File: config.mk
export PLATFORM = sky130hd
export DESIGN_NAME = vend_txn_engine_flat
export DESIGN_NICKNAME = d
export VERILOG_FILES = /design/src/rtl/vend_pkg.sv /design/src/rtl/vend_txn_engine_if.sv /design/src/rtl/vend_supply_bank.sv /design/src/rtl/vend_txn_engine.sv /design/src/flat_wrapper.sv
export SDC_FILE = /design/constraint.sdc
export NUM_CORES = 1
export LEC_CHECK = 0
export CELL_PAD_IN_SITES_DETAIL_PLACEMENT = 1
export CELL_PAD_IN_SITES_GLOBAL_PLACEMENT = 1
export CORE_MARGIN = 8
export CORE_UTILIZATION = 35
export CTS_BUF_LIST = sky130_fd_sc_hd__clkbuf_4
export CTS_CLUSTER_SIZE = 14
export DETAILED_ROUTE_END_ITERATION = 10
export DONT_BUFFER_PORTS = 1
export HOLD_SLACK_MARGIN = 0.06
export PLACE_DENSITY = 0.71
export SYNTH_ARGS = -nofsm -noshare
export SYNTH_HDL_FRONTEND = slang
export SYNTH_SLANG_ARGS = --single-unit
File: constraint.sdc
create_clock -name clk -period 4.9 [get_ports clk]
set_clock_uncertainty 0.05 [all_clocks]
set_input_delay 0.98 -clock clk [delete_from_list [all_inputs] [get_ports clk]]
set_output_delay 0.98 -clock clk [all_outputs]
set_load 0.02 [all_outputs]
File: src/rtl/vend_pkg.sv
// Shared definitions for the vending transaction engine.
// Contents: error codes, FSM state encoding, saturating-add helpers.
package vend_pkg;

  localparam logic [1:0] ERR_OK        = 2'b00;
  localparam logic [1:0] ERR_BAD_SEL   = 2'b01;
  localparam logic [1:0] ERR_NO_SUPPLY = 2'b10;
  localparam logic [1:0] ERR_NO_FUNDS  = 2'b11;

  typedef enum logic [1:0] {
    StIdle,
    StCalc,
    StCommit,
    StResp
  } state_e;

  // Add two values and clamp the result at max. Operands are zero-extended by the caller.
  function automatic logic [31:0] sat_add(input logic [31:0] a, input logic [31:0] b,
                                          input logic [31:0] max);
    logic [32:0] sum;
    sum = {1'b0, a} + {1'b0, b};
    return (sum > {1'b0, max}) ? max : sum[31:0];
  endfunction

  // True when a + b would exceed max, i.e. sat_add clamps.
  function automatic logic sat_hit(input logic [31:0] a, input logic [31:0] b,
                                   input logic [31:0] max);
    logic [32:0] sum;
    sum = {1'b0, a} + {1'b0, b};
    return sum > {1'b0, max};
  endfunction

endpackage

File: src/rtl/vend_txn_engine_if.sv
// Request/response bus of the vending transaction engine.
//  req_*  : purchase request, valid/ready handshake (master -> engine)
//  resp_* : result, valid/ready handshake (engine -> master), with change, units,
//           error code and red light held stable while resp_valid is high.
interface vend_txn_engine_if #(
  parameter int unsigned SEL_W   = 2,
  parameter int unsigned QTY_W   = 4,
  parameter int unsigned MONEY_W = 8
);

  logic               req_valid;
  logic               req_ready;
  logic [SEL_W-1:0]   req_prod;
  logic [QTY_W-1:0]   req_qty;
  logic [MONEY_W-1:0] req_money;

  logic               resp_valid;
  logic               resp_ready;
  logic [MONEY_W-1:0] remaining_money;
  logic [QTY_W-1:0]   dispense_qty;
  logic [1:0]         err_code;
  logic               redlight;

  modport master (
    output req_valid, req_prod, req_qty, req_money, resp_ready,
    input  req_ready, resp_valid, remaining_money, dispense_qty, err_code, redlight
  );

  modport slave (
    input  req_valid, req_prod, req_qty, req_money, resp_ready,
    output req_ready, resp_valid, remaining_money, dispense_qty, err_code, redlight
  );

endinterface

File: src/rtl/vend_supply_bank.sv
// Per-product supply counters.
//  clk, rst     : clock, asynchronous active-high reset (loads INIT_SUPPLY everywhere)
//  rs_en        : restock strobe, already qualified by admin mode
//  rs_prod      : restock slot (out-of-range index matches nothing and is ignored)
//  rs_amount    : units added, saturating
//  cm_en        : commit of a successful sale
//  cm_prod      : sold slot
//  cm_qty       : units removed (never more than the slot holds)
//  supply_flat  : slot i at [i*SUPPLY_W +: SUPPLY_W]
module vend_supply_bank
  import vend_pkg::*;
#(
  parameter int unsigned NUM_PROD    = 4,
  parameter int unsigned QTY_W       = 4,
  parameter int unsigned SUPPLY_W    = 4,
  parameter int unsigned SEL_W       = 2,
  parameter int unsigned INIT_SUPPLY = 10
) (
  input  logic                         clk,
  input  logic                         rst,
  input  logic                         rs_en,
  input  logic [SEL_W-1:0]             rs_prod,
  input  logic [SUPPLY_W-1:0]          rs_amount,
  input  logic                         cm_en,
  input  logic [SEL_W-1:0]             cm_prod,
  input  logic [QTY_W-1:0]             cm_qty,
  output logic [NUM_PROD*SUPPLY_W-1:0] supply_flat
);

  localparam logic [31:0] SupMax = 32'((64'd1 << SUPPLY_W) - 64'd1);

  logic [SUPPLY_W-1:0] supply_q [NUM_PROD];
  logic [SUPPLY_W-1:0] supply_d [NUM_PROD];

  // Restock and sale may hit the same slot in one cycle; the sale is subtracted first
  // (it cannot underflow) and the restock added with saturation, giving one net update.
  always_comb begin
    logic [31:0] add;
    logic [31:0] sub;
    for (int i = 0; i < int'(NUM_PROD); i++) begin
      add = (rs_en && rs_prod == SEL_W'(i)) ? 32'(rs_amount) : 32'd0;
      sub = (cm_en && cm_prod == SEL_W'(i)) ? 32'(cm_qty) : 32'd0;
      supply_d[i] = SUPPLY_W'(sat_add(32'(supply_q[i]) - sub, add, SupMax));
    end
  end

  always_ff @(posedge clk or posedge rst) begin
    if (rst) begin
      for (int i = 0; i < int'(NUM_PROD); i++) begin
        supply_q[i] <= SUPPLY_W'(INIT_SUPPLY);
      end
    end else begin
      for (int i = 0; i < int'(NUM_PROD); i++) begin
        supply_q[i] <= supply_d[i];
      end
    end
  end

  always_comb begin
    supply_flat = '0;
    for (int i = 0; i < int'(NUM_PROD); i++) begin
      supply_flat[i*SUPPLY_W +: SUPPLY_W] = supply_q[i];
    end
  end

endmodule

File: src/rtl/vend_txn_engine.sv
// Customer-mode vending transaction engine.
//  clk, rst       : clock, asynchronous active-high reset
//  mode           : 1 = customer (accept purchases), 0 = admin (restock allowed)
//  bus            : request/response handshake bus (slave side)
//  price_tbl      : price of slot i at [i*MONEY_W +: MONEY_W], sampled at accept
//  rs_valid/rs_prod/rs_amount : restock strobe, honoured only in admin mode
//  supply_flat    : current supply per slot
//  machine_money  : cash bank, saturating
//  bank_full      : sticky flag, set when a bank add saturated
// Flow: IDLE (accept) -> CALC (cost, error) -> COMMIT (update state) -> RESP (hold until taken).
module vend_txn_engine
  import vend_pkg::*;
#(
  parameter int unsigned NUM_PROD    = 4,
  parameter int unsigned MONEY_W     = 8,
  parameter int unsigned QTY_W       = 4,
  parameter int unsigned SUPPLY_W    = 4,
  parameter int unsigned BANK_W      = 11,
  parameter int unsigned INIT_SUPPLY = 10,
  parameter int unsigned SEL_W       = 2
) (
  input  logic                         clk,
  input  logic                         rst,
  input  logic                         mode,
  vend_txn_engine_if.slave             bus,
  input  logic [NUM_PROD*MONEY_W-1:0]  price_tbl,
  input  logic                         rs_valid,
  input  logic [SEL_W-1:0]             rs_prod,
  input  logic [SUPPLY_W-1:0]          rs_amount,
  output logic [NUM_PROD*SUPPLY_W-1:0] supply_flat,
  output logic [BANK_W-1:0]            machine_money,
  output logic                         bank_full
);

  localparam int unsigned CostW   = MONEY_W + QTY_W;
  localparam logic [31:0] BankMax = 32'((64'd1 << BANK_W) - 64'd1);

  state_e               state_q, state_d;
  logic                 ready_en_q;
  logic [SEL_W-1:0]     prod_q;
  logic [QTY_W-1:0]     qty_q;
  logic [MONEY_W-1:0]   money_q;
  logic [MONEY_W-1:0]   price_q;
  logic [CostW-1:0]     cost_q, cost_d;
  logic [1:0]           err_q, err_d;
  logic [MONEY_W-1:0]   rem_q;
  logic [QTY_W-1:0]     disp_q;
  logic [1:0]           err_out_q;
  logic                 red_q;
  logic [BANK_W-1:0]    bank_q;
  logic                 full_q;

  logic                 accept;
  logic                 in_commit;
  logic                 commit_ok;
  logic [MONEY_W-1:0]   price_sel;
  logic [SUPPLY_W-1:0]  sup_sel;

  // Ready is held off for the first cycle after reset so nothing is accepted while
  // the rest of the system may still be coming out of reset.
  assign bus.req_ready = (state_q == StIdle) && mode && ready_en_q;
  assign accept        = bus.req_valid && bus.req_ready;
  assign in_commit     = (state_q == StCommit);
  assign commit_ok     = in_commit && (err_q == ERR_OK);

  // Price lookup for the incoming request; out-of-range selects read as zero.
  always_comb begin
    price_sel = '0;
    for (int i = 0; i < int'(NUM_PROD); i++) begin
      if (bus.req_prod == SEL_W'(i)) price_sel = price_tbl[i*MONEY_W +: MONEY_W];
    end
  end

  // Supply of the latched product, read live during CALC.
  always_comb begin
    sup_sel = '0;
    for (int i = 0; i < int'(NUM_PROD); i++) begin
      if (prod_q == SEL_W'(i)) sup_sel = supply_flat[i*SUPPLY_W +: SUPPLY_W];
    end
  end

  // Cost and error classification, highest priority first.
  always_comb begin
    cost_d = CostW'(price_q) * CostW'(qty_q);
    if (32'(prod_q) >= NUM_PROD || qty_q == '0) begin
      err_d = ERR_BAD_SEL;
    end else if (32'(qty_q) > 32'(sup_sel)) begin
      err_d = ERR_NO_SUPPLY;
    end else if (CostW'(money_q) < cost_d) begin
      err_d = ERR_NO_FUNDS;
    end else begin
      err_d = ERR_OK;
    end
  end

  always_comb begin
    state_d = state_q;
    unique case (state_q)
      StIdle:   if (accept) state_d = StCalc;
      StCalc:   state_d = StCommit;
      StCommit: state_d = StResp;
      StResp:   if (bus.resp_ready) state_d = StIdle;
      default:  state_d = StIdle;
    endcase
  end

  always_ff @(posedge clk or posedge rst) begin
    if (rst) begin
      state_q    <= StIdle;
      ready_en_q <= 1'b0;
      prod_q     <= '0;
      qty_q      <= '0;
      money_q    <= '0;
      price_q    <= '0;
      cost_q     <= '0;
      err_q      <= ERR_OK;
      rem_q      <= '0;
      disp_q     <= '0;
      err_out_q  <= ERR_OK;
      red_q      <= 1'b0;
      bank_q     <= '0;
      full_q     <= 1'b0;
    end else begin
      state_q    <= state_d;
      ready_en_q <= 1'b1;
      if (accept) begin
        prod_q  <= bus.req_prod;
        qty_q   <= bus.req_qty;
        money_q <= bus.req_money;
        price_q <= price_sel;
      end
      if (state_q == StCalc) begin
        cost_q <= cost_d;
        err_q  <= err_d;
      end
      if (in_commit) begin
        // On success cost <= money, so the low bits of cost give the exact change.
        rem_q     <= commit_ok ? money_q - cost_q[MONEY_W-1:0] : money_q;
        disp_q    <= commit_ok ? qty_q : '0;
        err_out_q <= err_q;
        red_q     <= (err_q != ERR_OK);
      end
      if (commit_ok) begin
        bank_q <= BANK_W'(sat_add(32'(bank_q), 32'(cost_q), BankMax));
        if (sat_hit(32'(bank_q), 32'(cost_q), BankMax)) full_q <= 1'b1;
      end
    end
  end

  vend_supply_bank #(
    .NUM_PROD    (NUM_PROD),
    .QTY_W       (QTY_W),
    .SUPPLY_W    (SUPPLY_W),
    .SEL_W       (SEL_W),
    .INIT_SUPPLY (INIT_SUPPLY)
  ) u_supply (
    .clk         (clk),
    .rst         (rst),
    .rs_en       (rs_valid && !mode),
    .rs_prod     (rs_prod),
    .rs_amount   (rs_amount),
    .cm_en       (commit_ok),
    .cm_prod     (prod_q),
    .cm_qty      (qty_q),
    .supply_flat (supply_flat)
  );

  assign bus.resp_valid      = (state_q == StResp);
  assign bus.remaining_money = rem_q;
  assign bus.dispense_qty    = disp_q;
  assign bus.err_code        = err_out_q;
  assign bus.redlight        = red_q;
  assign machine_money       = bank_q;
  assign bank_full           = full_q;

endmodule

File: src/flat_wrapper.sv
// flat-port wrapper written by rule: the top's interface ports become plain ports
module vend_txn_engine_flat import vend_pkg::*;
#(
  parameter int unsigned NUM_PROD    = 4,
  parameter int unsigned MONEY_W     = 8,
  parameter int unsigned QTY_W       = 4,
  parameter int unsigned SUPPLY_W    = 4,
  parameter int unsigned BANK_W      = 11,
  parameter int unsigned INIT_SUPPLY = 10,
  parameter int unsigned SEL_W       = 2
)
  (clk, rst, mode, price_tbl, rs_valid, rs_prod, rs_amount, supply_flat, machine_money, bank_full, bus_req_valid, bus_req_prod, bus_req_qty, bus_req_money, bus_resp_ready, bus_req_ready, bus_resp_valid, bus_remaining_money, bus_dispense_qty, bus_err_code, bus_redlight);
  vend_txn_engine_if #(.SEL_W(SEL_W), .QTY_W(QTY_W), .MONEY_W(MONEY_W)) bus_i ();
  input  logic clk;
  input  logic rst;
  input  logic mode;
  input  logic [NUM_PROD*MONEY_W-1:0] price_tbl;
  input  logic rs_valid;
  input  logic [SEL_W-1:0] rs_prod;
  input  logic [SUPPLY_W-1:0] rs_amount;
  output logic [NUM_PROD*SUPPLY_W-1:0] supply_flat;
  output logic [BANK_W-1:0] machine_money;
  output logic bank_full;
  input wire logic [$bits(bus_i.req_valid)-1:0] bus_req_valid;
  input wire logic [$bits(bus_i.req_prod)-1:0] bus_req_prod;
  input wire logic [$bits(bus_i.req_qty)-1:0] bus_req_qty;
  input wire logic [$bits(bus_i.req_money)-1:0] bus_req_money;
  input wire logic [$bits(bus_i.resp_ready)-1:0] bus_resp_ready;
  output wire logic [$bits(bus_i.req_ready)-1:0] bus_req_ready;
  output wire logic [$bits(bus_i.resp_valid)-1:0] bus_resp_valid;
  output wire logic [$bits(bus_i.remaining_money)-1:0] bus_remaining_money;
  output wire logic [$bits(bus_i.dispense_qty)-1:0] bus_dispense_qty;
  output wire logic [$bits(bus_i.err_code)-1:0] bus_err_code;
  output wire logic [$bits(bus_i.redlight)-1:0] bus_redlight;
  assign bus_i.req_valid = bus_req_valid;
  assign bus_i.req_prod = bus_req_prod;
  assign bus_i.req_qty = bus_req_qty;
  assign bus_i.req_money = bus_req_money;
  assign bus_i.resp_ready = bus_resp_ready;
  assign bus_req_ready = bus_i.req_ready;
  assign bus_resp_valid = bus_i.resp_valid;
  assign bus_remaining_money = bus_i.remaining_money;
  assign bus_dispense_qty = bus_i.dispense_qty;
  assign bus_err_code = bus_i.err_code;
  assign bus_redlight = bus_i.redlight;
  vend_txn_engine #(.NUM_PROD(NUM_PROD), .MONEY_W(MONEY_W), .QTY_W(QTY_W), .SUPPLY_W(SUPPLY_W), .BANK_W(BANK_W), .INIT_SUPPLY(INIT_SUPPLY), .SEL_W(SEL_W)) u_core (.clk(clk), .rst(rst), .mode(mode), .bus(bus_i), .price_tbl(price_tbl), .rs_valid(rs_valid), .rs_prod(rs_prod), .rs_amount(rs_amount), .supply_flat(supply_flat), .machine_money(machine_money), .bank_full(bank_full));
endmodule
* Yosys cells after proc, flatten, opt, wreduce, memory -nomap -nowiden
Index checks and enable logic that the tools add are counted.
** Operators by class
- Add/sub/neg operators :: 10
- Multiply operators :: 1
- $lt $le $gt $ge :: 7
- Equality and inequality tests :: 14
- Multiplexer cells :: 29
- Reduce and logical (&&, ||, !) cells :: 23
** Operators with widths (number)
- $add 32x4->33 :: 4
- $gt 33x4->1 const B :: 4
- $mux 4 :: 17
- $mux 8 :: 5
- $sub 4x4->5 :: 4
- $eq 2x2->1 const B :: 8
- $add 11x12->13 :: 1
- $gt 13x11->1 const B :: 1
- $logic_and 1x1->1 :: 13
- $lt 8x12->1 :: 1
- $mul 8x4->12 :: 1
- $mux 11 :: 1
- $logic_not 2->1 :: 5
- $mux 2 :: 5
- $eq 2x1->1 const B :: 4
- $pmux 2 s4 :: 1
- $sub 8x8->8 :: 1
- $gt 4x4->1 :: 1
- $logic_not 4->1 :: 1
- $reduce_and 2->1 :: 2
- $ne 2x1->1 const B :: 1
- $ne 2x2->1 const B :: 1
- $reduce_bool 2->1 :: 1
- $logic_not 1->1 :: 1
** Storage, ports and cells
- Register bits :: 82
- Output and inout bits :: 45
- Word-level logic and storage cells :: 102

* Longest topological paths before layout
- Word-level depth :: 8
- Depth in mapped cells :: 22

* Modules after synthesis
Synthesis repeated with hierarchy kept, for this count alone.
** Unflattened totals
- Cells, all modules :: 769
- Area total of the unflattened synthesis :: 7343.3 µm²
** Modules (own cells, without submodules)
- vend_txn_engine :: instances 1, cells each 483, area an instance 4884.7 µm², seq. area each 1651.6 µm²
- vend_supply_bank :: instances 1, cells each 286, area an instance 2458.6 µm², seq. area each 410.4 µm²

* Worst setup path before layout
OpenSTA, ideal clock, no wires.
- Path type :: reg-to-reg
- From :: reg u_core.state_q[0]
- To :: reg u_core.u_supply.supply_q (netlist bit u_core.u_supply.supply_flat[12])
- Setup time :: 0.135 ns
- Data arrival time :: 4.081 ns
- Data required time :: 4.715 ns
- Slack :: 0.633 ns
- Cell stages (with the launch flop) :: 20
- Buffers on the path :: 2
- Period minus slack after synthesis :: 4.267 ns
- Cells stage by stage :: dfrtp_1 inv_1 ha_1 clkbuf_1 and2_1 clkbuf_1 and3_1 and2_1 ha_1 fa_1 inv_1 a21o_1 a21oi_1 o21ai_0 ha_1 nand4_1 nor4bb_1 nand3_1 a211oi_1 nand2b_1
** RTL lines
- from (decl) :: line vend_txn_engine.sv:38 : state_e state_q, state_d;
- from (signal assigned) :: line vend_txn_engine.sv:109 : state_q <= StIdle;
- from (signal assigned) :: line vend_txn_engine.sv:124 : state_q <= state_d;
- to (signal, indexed assignment) :: line vend_supply_bank.sv:50 : supply_q[i] <= SUPPLY_W'(INIT_SUPPLY);
- to (signal, indexed assignment) :: line vend_supply_bank.sv:54 : supply_q[i] <= supply_d[i];
- to (decl) :: line vend_supply_bank.sv:32 : logic [SUPPLY_W-1:0] supply_q [NUM_PROD];

==> impl_metrics.tcl <==
set metrics [dict create \
    die_w_um 162.0 \
    slew_viol_final 0 \
    critPathRequiredTime_ns 5.21 \
    grt.total_usage 0.1531 \
    min_period_ns 4.471 \
    cts.clk_slew.worst_paths_ns 0.16 \
    viasPerCell 5.341 \
    worst_slack_ns 0.4287 \
    post-place-ws_ns 0.4059 \
    startpoint_type "flip-flop" \
    clock_latency_ns 0.48 \
    yosysUniqueCellTypes 64 \
    synth_edf_count 0 \
    finalCritPeriodShare 0.9125 \
    hp-class "in2async" \
    first_pass_iters 4 \
    core_um2 20960 \
    finalSetupTns_ns 0 \
    initial_core_util 0.3562 \
    dpl.hpwl_mm 16.03 \
    max_clock_freq_mhz 223.7 \
    crit_type "reg2reg" \
    grt_pass1_vias 6124 \
    grt_pass1_wl_mm 32.13 \
    async_flop_share 1.000 \
    portBuffers 0 \
    antenna_found_initial 3 \
    vias 5645 \
    overflow 0 \
    p_leak_nw 3.660 \
    final_cell_mix "117 x ha_1, 74 x dfrtp_1, 73 x inv_1" \
    avgSynthCellArea_um2 9.618 \
    critPathArrivalTime_ns 4.78 \
    finalHoldViolations 0 \
    cp-end-kind "flip-flop" \
    gp_congestion 0.7864 \
    nets 973 \
    ys_ff_latch 82 \
    cts_hold_buf 0 \
    status "complete, no violations" \
    relSlewSlack 0.2732 \
    rsz0062_at_grt "false" \
    syn_area_um2 7463 \
    drc 0 \
    synthCells 776 \
    cts_root_buffer "clkbuf_4" \
    drtIter0Drc 225 \
    grt_max_degree 47 \
    cts_tree "done" \
    synth-seq-area-share 0.2763 \
    layout-drive-gt1-share 0.1127 \
    drv_cap 0 \
    syn_to_final_growth_pct 6.270 \
    powerDensity_nw_per_um2 718.6 \
    wl_mm 19.83 \
    ant_nets 0 \
    setup_viol_count_final 0 \
    layout_commonest_cell "ha_1" \
    cts_sinks 82 \
    avgRoutedWirePerCell_um 18.76 \
    tightest_slew_ns 1.060 \
    worstReg2RegStart "u_core.state_q[0]$_DFFE_PP0P_" \
    io_pins 103 \
    cp_max_fo 5 \
    synth_top_flop_cell "dfrtp_1" \
    dieArea_um2 26250 \
    die_y_um 162.0 \
    rows 53 \
    syn_nets 973 \
    startpoint "u_core.state_q[0]$_DFFE_PP0P_" \
    postCtsSetupBuffers 0 \
    clockBufferDepth 2 \
    cts_buffers 9 \
    ys_warn_count 0 \
    irDropWorstVdd_mv 0.2317 \
    htree_num_levels 3 \
]
-- final cells by class --
class	count	area (um^2)
fillers	2453	13020
clock buffers	9	67.56
flip-flops and latches	82	2062
inverters	74	280.3
diodes	1	2.502
multi-input cells	598	5037
repair buffers	11	82.58
clock inverters	7	55.05
well taps	275	344.1
-- metrics by stage --
stage	instances	cell area, um^2	power, mW	hold WS [ns]	utilization
after floorplan	776	7463	4.360	0.4348	-
after global placement	1040	7801	5.235	0.4510	0.3723
after detailed placement	1040	7801	5.377	0.4671	0.3723
after CTS	1056	7924	5.791	0.2884	0.3781
after global routing	1057	7931	6.351	0.3108	0.3785
final	1057	7931	5.700	0.3045	0.3785
-- repair_timing --
action / in CTS / in global routing
resized for setup: 0 / 1
hold endpoints to repair: 0 / 0
endpoints found under the setup margin: 0 / 1
-- power by group --
group / switching (mW) / total (mW) / internal, mW
Combinational: 2.10 / 3.77 / 1.68
Sequential: 0.565 / 1.54 / 0.978
Clock: 0.276 / 0.382 / 0.106
-- cell families after synthesis --
family	count (synthesis)	synth area share
mux	46	0.08650
fa+ha+maj	139	0.2552
xor+xnor	29	0.03403
flops	82	0.2763
simple gates	222	0.1571
other cells	1	0.0005025
compound gates	161	0.1410
buf+inv	96	0.04945
-- path summary, 6_finish.rpt --
path,end,cells after the start,slack [ns]
worst max-delay path,u_core.u_supply.supply_flat[12]$_DFF_PP0_,19,0.43
worst min-delay path,u_core.machine_money[9]$_DFFE_PP0N_,1,0.30
worst max register to register,u_core.u_supply.supply_flat[12]$_DFF_PP0_,19,0.43
worst min register to register,u_core.cost_q[10]$_DFFE_PP0N_,1,0.49
max in group asynchronous,u_core.price_q[2]$_DFFE_PP0P_,2,3.47
min in group clk,u_core.cost_q[10]$_DFFE_PP0N_,1,0.49
-- per-layer routing --
layer	vias to the layer above	routed length, um	share of wire	track usage
met4	4	325	0.016	0.04377
met2	99	9612	0.48	0.2638
li1	2733	-	-	-
met5	-	27	0.0014	0
met1	2785	8482	0.43	0.1772
met3	24	1379	0.070	0.05189
-- cell usage after synthesis, types with 3 or more instances --
library cell,number,share of area
dfstp_2,8,0.028
mux2i_1,6,0.0080
nor3_1,8,0.0054
nor4b_1,3,0.0035
a31oi_1,15,0.013
clkbuf_1,16,0.0080
nand4b_1,3,0.0035
a21oi_1,36,0.024
o21bai_1,4,0.0040
o21ai_0,40,0.027
nand2b_1,11,0.0092
dfrtp_1,74,0.25
nor4_1,7,0.0059
o21ai_1,4,0.0027
mux4_2,12,0.036
mux2_2,28,0.042
nand3_1,15,0.010
nor4bb_1,4,0.0054
fa_1,22,0.059
nand4_1,4,0.0034
a21o_1,28,0.028
a22oi_1,3,0.0030
and2_1,36,0.030
nor2_1,43,0.022
and3_1,5,0.0042
nand2_1,53,0.027
inv_1,74,0.037
o211ai_1,4,0.0040
nor2b_1,18,0.015
ha_1,117,0.20
buf_1,3,0.0015
xnor2_1,19,0.022
o21a_1,4,0.0040
xor2_1,10,0.012
-- registers in the layout (all words and copies together), names as in the netlist --
signal,cells
u_core.state_q,2
u_core.u_supply.supply_flat,16
u_core.bus.remaining_money,8
u_core.cost_q,12
u_core.bus.err_code,2
u_core.qty_q,4
u_core.err_q,2
u_core.bank_full,1
u_core.bus.dispense_qty,4
u_core.ready_en_q,1
u_core.bus.redlight,1
u_core.price_q,8
u_core.money_q,8
u_core.machine_money,11
u_core.prod_q,2
-- critical path: stages, from the launching register on --
cell      delay (ns)
dfrtp_1         0.43
inv_1           0.08
ha_1            0.20
and2_1          0.21
and3_1          0.25
and2_1          0.17
ha_1            0.20
fa_1            0.48
inv_1           0.07
ha_1            0.27
a21o_1          0.10
a21oi_1         0.09
nor2b_1         0.29
o21ai_0         0.15
ha_1            0.29
nand4_1         0.10
nor4bb_1        0.26
nand3_1         0.11
a211oi_1        0.45
nand2b_1        0.12
Note: power is estimated with default switching activity, not from simulation.
